File: src/rtl/otp_ctrl_part_chk_resp.sv
// otp_ctrl_part_chk_resp
//
// Partition check responder. It runs two kinds of check on one OTP partition:
//   - integrity: folds the buffered partition copy into a rotate-xor digest
//     and compares the result with the stored digest_i;
//   - consistency: re-reads every word from the OTP macro and compares each
//     one against the buffered copy.
// Both check kinds report through sticky error flags. The ack pulse always
// fires, even when a check finds a mismatch.
//
// Optional feature macro: OTP_CTRL_PART_CHK_DIGEST_EN
//   defined   -> the integrity check walks all NumWords buffer words through
//                the accumulator (IntegSt).
//   undefined -> IntegSt and the accumulator are not built. An integrity
//                request is acked one cycle after it is sampled, and
//                integ_err_o is tied low.
//
// Handshakes:
//   - integ_chk_req_i and cnsty_chk_req_i are levels. The requester holds a
//     request high until the matching single-cycle ack appears. A request
//     still high in the cycle after its ack counts as a new request.
//   - OTP read port: an address is accepted on a rising clk_i edge where both
//     otp_req_o and otp_gnt_i are high. The data comes back later, on a cycle
//     with otp_rvalid_i high. At most one read is in flight at a time, and
//     otp_rvalid_i is ignored outside CnstyWaitSt.
//
// Debug: fsm_state_o exposes the raw state register.
module otp_ctrl_part_chk_resp #(
    parameter int NumWords  = 8,
    parameter int WordWidth = 32
) (
    input  logic                        clk_i,
    input  logic                        rst_i,
    input  logic                        integ_chk_req_i,
    input  logic                        cnsty_chk_req_i,
    output logic                        integ_chk_ack_o,
    output logic                        cnsty_chk_ack_o,
    output logic [$clog2(NumWords)-1:0] buf_addr_o,
    input  logic [WordWidth-1:0]        buf_rdata_i,
    input  logic [WordWidth-1:0]        digest_i,
    output logic                        otp_req_o,
    output logic [$clog2(NumWords)-1:0] otp_addr_o,
    input  logic                        otp_gnt_i,
    input  logic                        otp_rvalid_i,
    input  logic [WordWidth-1:0]        otp_rdata_i,
    input  logic                        otp_err_i,
    input  logic                        escalate_en_i,
    output logic                        busy_o,
    output logic                        integ_err_o,
    output logic                        cnsty_err_o,
    output logic                        fsm_err_o,
    output logic [5:0]                  fsm_state_o
);

    localparam int AddrW = $clog2(NumWords);
    localparam logic [AddrW-1:0] LastAddr = AddrW'(NumWords - 1);

    // Codewords of a [6,3] linear code, so any two states differ in at least
    // 3 bits. IdleSt is all-zero, which makes every output read 0 in reset.
    typedef enum logic [5:0] {
        IdleSt      = 6'b000000,
        IntegSt     = 6'b100110,
        IntegDoneSt = 6'b010101,
        CnstyReqSt  = 6'b001011,
        CnstyWaitSt = 6'b110011,
        CnstyDoneSt = 6'b101101,
        ErrorSt     = 6'b011110
    } state_e;

    state_e           state_q, state_d;
    logic [AddrW-1:0] cnt_q, cnt_d;
    logic             cnsty_err_q, cnsty_err_d;

    logic integ_ack;
    logic cnsty_ack;
    logic otp_req;
    logic busy;
    logic fsm_err;

`ifdef OTP_CTRL_PART_CHK_DIGEST_EN
    logic [WordWidth-1:0] acc_q, acc_d;
    logic                 integ_err_q, integ_err_d;
`else
    // The stored digest has no consumer when the integrity fold is not built.
    logic unused_digest;
    assign unused_digest = ^digest_i;
`endif

    // Next-state logic, datapath updates and per-state outputs.
    always_comb begin
        state_d     = state_q;
        cnt_d       = cnt_q;
        cnsty_err_d = cnsty_err_q;
`ifdef OTP_CTRL_PART_CHK_DIGEST_EN
        acc_d       = acc_q;
        integ_err_d = integ_err_q;
`endif
        integ_ack   = 1'b0;
        cnsty_ack   = 1'b0;
        otp_req     = 1'b0;
        busy        = 1'b0;
        fsm_err     = 1'b0;

        case (state_q)
            IdleSt: begin
                // Every check starts from word 0 with a clean accumulator.
                cnt_d = '0;
`ifdef OTP_CTRL_PART_CHK_DIGEST_EN
                acc_d = '0;
`endif
                if (integ_chk_req_i) begin
`ifdef OTP_CTRL_PART_CHK_DIGEST_EN
                    state_d = IntegSt;
`else
                    state_d = IntegDoneSt;
`endif
                end else if (cnsty_chk_req_i) begin
                    state_d = CnstyReqSt;
                end
            end

`ifdef OTP_CTRL_PART_CHK_DIGEST_EN
            IntegSt: begin
                busy  = 1'b1;
                acc_d = {acc_q[WordWidth-2:0], acc_q[WordWidth-1]} ^ buf_rdata_i;
                // The counter stops at the last word instead of wrapping.
                if (cnt_q == LastAddr) begin
                    state_d = IntegDoneSt;
                end else begin
                    cnt_d = cnt_q + AddrW'(1);
                end
            end
`endif

            IntegDoneSt: begin
                busy      = 1'b1;
                integ_ack = 1'b1;
`ifdef OTP_CTRL_PART_CHK_DIGEST_EN
                if (acc_q != digest_i) begin
                    integ_err_d = 1'b1;
                end
`endif
                state_d = IdleSt;
            end

            CnstyReqSt: begin
                busy    = 1'b1;
                otp_req = 1'b1;
                if (otp_gnt_i) begin
                    state_d = CnstyWaitSt;
                end
            end

            CnstyWaitSt: begin
                busy = 1'b1;
                if (otp_rvalid_i) begin
                    // A mismatch or a macro error is recorded, and the walk continues.
                    if ((otp_rdata_i != buf_rdata_i) || otp_err_i) begin
                        cnsty_err_d = 1'b1;
                    end
                    if (cnt_q == LastAddr) begin
                        state_d = CnstyDoneSt;
                    end else begin
                        cnt_d   = cnt_q + AddrW'(1);
                        state_d = CnstyReqSt;
                    end
                end
            end

            CnstyDoneSt: begin
                busy      = 1'b1;
                cnsty_ack = 1'b1;
                state_d   = IdleSt;
            end

            ErrorSt: begin
                // Terminal state. Only rst_i leaves it.
                fsm_err = 1'b1;
            end

            default: begin
                // Any other encoding is treated as corruption. This includes
                // IntegSt when the integrity fold is not built.
                fsm_err = 1'b1;
                state_d = ErrorSt;
            end
        endcase

        if (escalate_en_i) begin
            state_d = ErrorSt;
        end
    end

    // State, counter, accumulator and sticky error registers.
    always_ff @(posedge clk_i) begin
        if (rst_i) begin
            state_q     <= IdleSt;
            cnt_q       <= '0;
            cnsty_err_q <= 1'b0;
`ifdef OTP_CTRL_PART_CHK_DIGEST_EN
            acc_q       <= '0;
            integ_err_q <= 1'b0;
`endif
        end else begin
            state_q     <= state_d;
            cnt_q       <= cnt_d;
            cnsty_err_q <= cnsty_err_d;
`ifdef OTP_CTRL_PART_CHK_DIGEST_EN
            acc_q       <= acc_d;
            integ_err_q <= integ_err_d;
`endif
        end
    end

    assign integ_chk_ack_o = integ_ack;
    assign cnsty_chk_ack_o = cnsty_ack;
    assign otp_req_o       = otp_req;
    assign busy_o          = busy;
    assign fsm_err_o       = fsm_err;
    assign buf_addr_o      = cnt_q;
    assign otp_addr_o      = cnt_q;
    assign cnsty_err_o     = cnsty_err_q;
    assign fsm_state_o     = state_q;
`ifdef OTP_CTRL_PART_CHK_DIGEST_EN
    assign integ_err_o     = integ_err_q;
`else
    assign integ_err_o     = 1'b0;
`endif

endmodule

File: config.mk
export PLATFORM = sky130hd
export DESIGN_NAME = otp_ctrl_part_chk_resp
export DESIGN_NICKNAME = d
export VERILOG_FILES = /design/src/rtl/otp_ctrl_part_chk_resp.sv
export SDC_FILE = /design/constraint.sdc
export NUM_CORES = 1
export LEC_CHECK = 0
export CAP_MARGIN = 10
export CORE_UTILIZATION = 24
export DETAILED_ROUTE_END_ITERATION = 10
export PLACE_DENSITY = 0.73
export SLEW_MARGIN = 20
export SYNTH_ARGS = -nofsm -noshare
export SYNTH_HDL_FRONTEND = slang
export SYNTH_SLANG_ARGS = --single-unit
File: constraint.sdc
create_clock -name clk_i -period 1.6 [get_ports clk_i]
set_input_delay 0.32 -clock clk_i [delete_from_list [all_inputs] [get_ports clk_i]]
set_output_delay 0.32 -clock clk_i [all_outputs]
set_load 0.005 [all_outputs]
# ---- Yosys cells after proc, flatten, opt, wreduce, memory -nomap -nowiden
# Index checks and enable logic that the tools add are counted.
dict set report op_classes {
  n_addsub 1
  n_bitwise 1
  n_mux 15
  n_reduce_logical 11
  n_eq_ne 15
}
# cell count
set op_table {}
lappend op_table {{32-bit inequality test} 1}
lappend op_table {{6-bit two-way mux} 5}
lappend op_table {{6-bit case mux with 5 select lines} 1}
lappend op_table {{6-bit by 5-bit == test with 1-bit output, second input constant} 2}
lappend op_table {{6-bit == test, second input constant} 2}
lappend op_table {{3-bit inequality test, second input constant} 3}
lappend op_table {{2-bit inequality test, second input constant} 4}
lappend op_table {{4-bit AND reduction} 2}
lappend op_table {{6-bit by 4-bit == test with 1-bit output, second input constant} 1}
lappend op_table {{6-bit zero test} 1}
lappend op_table {{3-bit two-way mux} 2}
lappend op_table {{3-bit case mux with 2 select lines} 1}
lappend op_table {{3-bit AND reduction} 2}
lappend op_table {{1-bit two-way mux} 5}
lappend op_table {{5-bit two-way mux} 1}
lappend op_table {{5-bit OR reduction} 1}
lappend op_table {{4-bit inequality test, second input constant} 1}
lappend op_table {{2-bit OR reduction} 2}
lappend op_table {{4-bit OR reduction} 1}
lappend op_table {{3-bit by 1-bit adder with 3-bit output, second input constant} 1}
lappend op_table {{3-bit == test, second input constant} 1}
lappend op_table {{2-bit nonzero test} 1}
lappend op_table {{1-bit logical OR} 1}
lappend op_table {{1-bit NOT} 1}
dict set report word_totals {
  in_bits 104
  out_inout_bits 19
  reg_bits 10
  wordCells 47
}

# ---- Depth between registers and ports, before layout
dict set report depth {
  ltp_word 5
  mapped_depth 6
  ltp_nobuf 6
}

# ---- Worst setup path after synthesis
# Ideal clock, no wire load.
dict set report synth_path {
  path_kind {flip-flop to output port}
  start {reg state_q[2], in the netlist fsm_state_o[2]}
  end {out fsm_err_o}
  setup_slack_ns -0.123
  path_buffers 0
  arrival_time_ns 1.403
  path_stages_with_launch 6
  cell_sequence {dfxtp_1 > and4bb_1 > and3_4 > nor4_4 > inv_1 > a21oi_1}
}
dict set report synth_between {
  elab_chain_len 3
}
# item line_no
set synth_lines {}
lappend synth_lines {{start: declaration} 70} ;# state_e state_q, state_d;
lappend synth_lines {{start signal: assignment} 197} ;# state_q <= IdleSt;
lappend synth_lines {{start signal: assignment} 205} ;# state_q <= state_d;
lappend synth_lines {{6-bit == test (tied with other cells)} 104} ;# case (state_q)
lappend synth_lines {{5-bit OR reduction (no source line) (*)} --}
lappend synth_lines {{1-bit two-way mux (*)} 104}
lappend synth_lines {{end: declaration} 51} ;# output logic fsm_err_o,
# Mark *: on every way between the ends. The rest lies on a longest branch, timed or not.

# ---- Final worst setup path
dict set report layout_path {
  start {reg state_q[3], in the netlist fsm_state_o[3]}
  end {out busy_o}
}
dict set report layout_between {
  elab_chain_len 3
}
# item line_no
set layout_lines {}
lappend layout_lines {{6-bit == test (tied with other cells)} 104}
lappend layout_lines {{4-bit OR reduction (no source line) (*)} --}
lappend layout_lines {{1-bit two-way mux (*)} 104}
lappend layout_lines {{end: declaration} 48} ;# output logic busy_o,
# Marked as above.

==> impl_metrics.yaml <==
die:
  rows: 23
  core_area_sq_um: 4090
  die-height_um: 67.8
  ios: 123
  die-area_sq_um: 4590
  chipWidth_um: 67.8
  start_util: 0.254
synth:
  synth_seq_cells: 10
  synthCells: 119
  yosysWarningCount: 0
  ys_types: 41
  synth_fp_nets: 225
  syn_area_per_cell_sq_um: 8.73
  synth_area_sq_um: 1040
  synth-seq-area-share: 0.193
worst_setup_path:
  reg2reg_depth: 9
  required_ns: 1.28
  start_kind: "flop"
  endpoint_kind: "output pin"
  arrival_ns: 1.60
  critPathMaxFanout: 2
  worst-setup-path-type: "reg -> out"
routing:
  post_drt_wl_per_cell_um: 12.9
  routed_wl_um: 3870
  drc: 0
  vias: 1380
  first_pass_iters: 4
  drt_iter0_drc: 26
  antenna_left: 0
  vias_per_cell: 4.58
timing:
  setup_slack_ns: -0.320
  rsz0062_at_grt: "true"
  fmax_ghz: 0.521
  holdWs_ns: 0.510
  min_period_ns: 1.92
  finalHoldViolations: 0
  maxSlewViolCount: 0
  skew_ns: 0.000497
  setup_viol: 12
  fin_crit_sh: 1.20
finish:
  drive_above_1_share: 0.378
  final_cell_mix: "clkdlybuf4s50_1 (44), buf_4 (33), dlygate4sd2_1 (27), xor2_1 (20), buf_6 (17)"
  area_growth_pct: 145
  antenna_cells: 0
  nets: 358
  mostFrequentLayoutCell: "clkdlybuf4s50_1"
power_and_ir_drop:
  p_total_mw: 0.967
  power.leakage_nw: 1.10
  peakVddDrop_mv: 0.256
  power.density_nw_per_um2: 380
grt:
  grt_pass1_vias: 1395
  grt_pass1_wl_um: 5920
  grt.total_usage: 0.172
  grt-ovfl-total: 0
  antenna_found_initial: 0
  grt_max_degree: 11
clock_network:
  cts_root_buf: "clkbuf_8"
  insertion_delay_ns: 0.23
  clock_sinks: 10
  cts.clk_slew.worst_paths_ns: 0.05
  tritoncts: "built"
  clk_path_buf_depth: 2
  hold_buffers: 0
  cts_buffers: 3
  htree_levels: 1
placement:
  preCtsSetupSlack_ns: -0.435
  port_buffers: 89
  dpl.hpwl_um: 2870
  routabilityCongestion: 0.753
run_status:
  status: "complete, but fails checks"
  violations: "setup timing"
hold_path:
  holdPathStages: 2
  hp-class: "reg -> reg"
flow_run:
  cap_violations: 0
## flip-flops by register name (all words and copies together), names as in the netlist
name,count
cnsty_err_o,1
buf_addr_o,3
fsm_state_o,6
## what timing repair did
action / in CTS / in global routing
resized for setup: 89 / 28
gates cloned: 0 / 0
buffers inserted: 19 / 6
setup endpoints to repair: 17 / 16
pin swaps: 36 / 23
endpoints found under the hold margin: 0 / 0
## area by class of cell
type                            instances  area, sq um
Clock buffer                            4         55.1
Fill cell                             360         1540
Inverter                                2         7.51
Multi-Input combinational cell        100          935
Sequential cell                        10          218
Tap cell                               50         62.6
Timing Repair Buffer                  135         1270
## where the power goes
part / internal, mW / leakage [nW] / switching (mW) / total, mW
clock: 0.216 / 0.0288 / 0.0984 / 0.315
combinational: 0.251 / 0.983 / 0.139 / 0.390
sequential: 0.254 / 0.0845 / 0.00840 / 0.262
total: 0.721 / 1.10 / 0.246 / 0.967
## metal layers
metal / global-route usage / share of wire
met3: 0.0203 / 0.041
met5: 0 / 0
met4: 0.0443 / 0.017
met2: 0.369 / 0.58
met1: 0.166 / 0.36
## cells in the mapped netlist, drive strengths merged
| cell type | number | area (sq um) |
|---|---|---|
| nand2b | 1 | 6.26 |
| a21oi | 5 | 25.0 |
| a221oi | 1 | 15.0 |
| xnor2 | 12 | 105 |
| a2111oi | 1 | 27.5 |
| and3 | 2 | 17.5 |
| or3 | 1 | 6.26 |
| nor2 | 8 | 30.0 |
| o2111ai | 1 | 15.0 |
| a311oi | 1 | 8.76 |
| nand4b | 1 | 8.76 |
| a211oi | 5 | 52.6 |
| nor4 | 6 | 52.6 |
| nor3 | 6 | 41.3 |
| a2bb2oi | 1 | 8.76 |
| and4bb | 1 | 12.5 |
| buf | 7 | 42.5 |
| or2 | 1 | 6.26 |
| mux2 | 1 | 11.3 |
| dfxtp | 10 | 200 |
| nor2b | 1 | 6.26 |
| nand3 | 4 | 25.0 |
| nand2 | 5 | 18.8 |
| xor2 | 20 | 175 |
| nor3b | 1 | 7.51 |
| ha | 2 | 25.0 |
| nand4 | 8 | 56.3 |
| inv | 2 | 7.50 |
| o21ai | 1 | 5.00 |
| or4 | 1 | 7.51 |
| conb | 1 | 3.75 |
| nand3b | 1 | 7.51 |
## metrics by stage
step / TNS (ns) / instances / utilization / cell area, sq um
global placement: -2.40 / 277 / 0.532 / 2180
detailed placement: -2.57 / 277 / 0.532 / 2180
finish: -1.53 / 301 / 0.622 / 2540
CTS: -1.33 / 295 / 0.590 / 2410
global route: -2.39 / 301 / 0.622 / 2540
floorplan: -0.0944 / 119 / - / 1070
## cell families (layout without fill, tap and decap cells)
logic type | count (synthesis) | in the layout | synth area share
mux | 1 | 1 | 0.0108
compound gates | 16 | 16 | 0.152
other cells | 1 | 1 | 0.00361
xor+xnor | 32 | 32 | 0.270
simple gates | 48 | 48 | 0.299
buf+inv | 9 | 141 | 0.0482
flops | 10 | 10 | 0.193
fa+ha+maj | 2 | 2 | 0.0241
## final timing paths
kind | from | endpoint | slack [ns]
max | fsm_state_o[3] | busy_o | -0.32
max reg2reg | fsm_state_o[5] | fsm_state_o[4] | -0.21
min | buf_addr_o[2] | buf_addr_o[2] | 0.51
min reg2reg | buf_addr_o[2] | buf_addr_o[2] | 0.51
## critical path, stage by stage (launching register included)
cell and delay (ns):
dfxtp_2 0.34, and4bb_1 0.24, and3_4 0.17, nor4_4 0.30, inv_1 0.09, buf_4 0.14
buf_6 0.10
No activity file was read; power rests on OpenSTA's default activity.
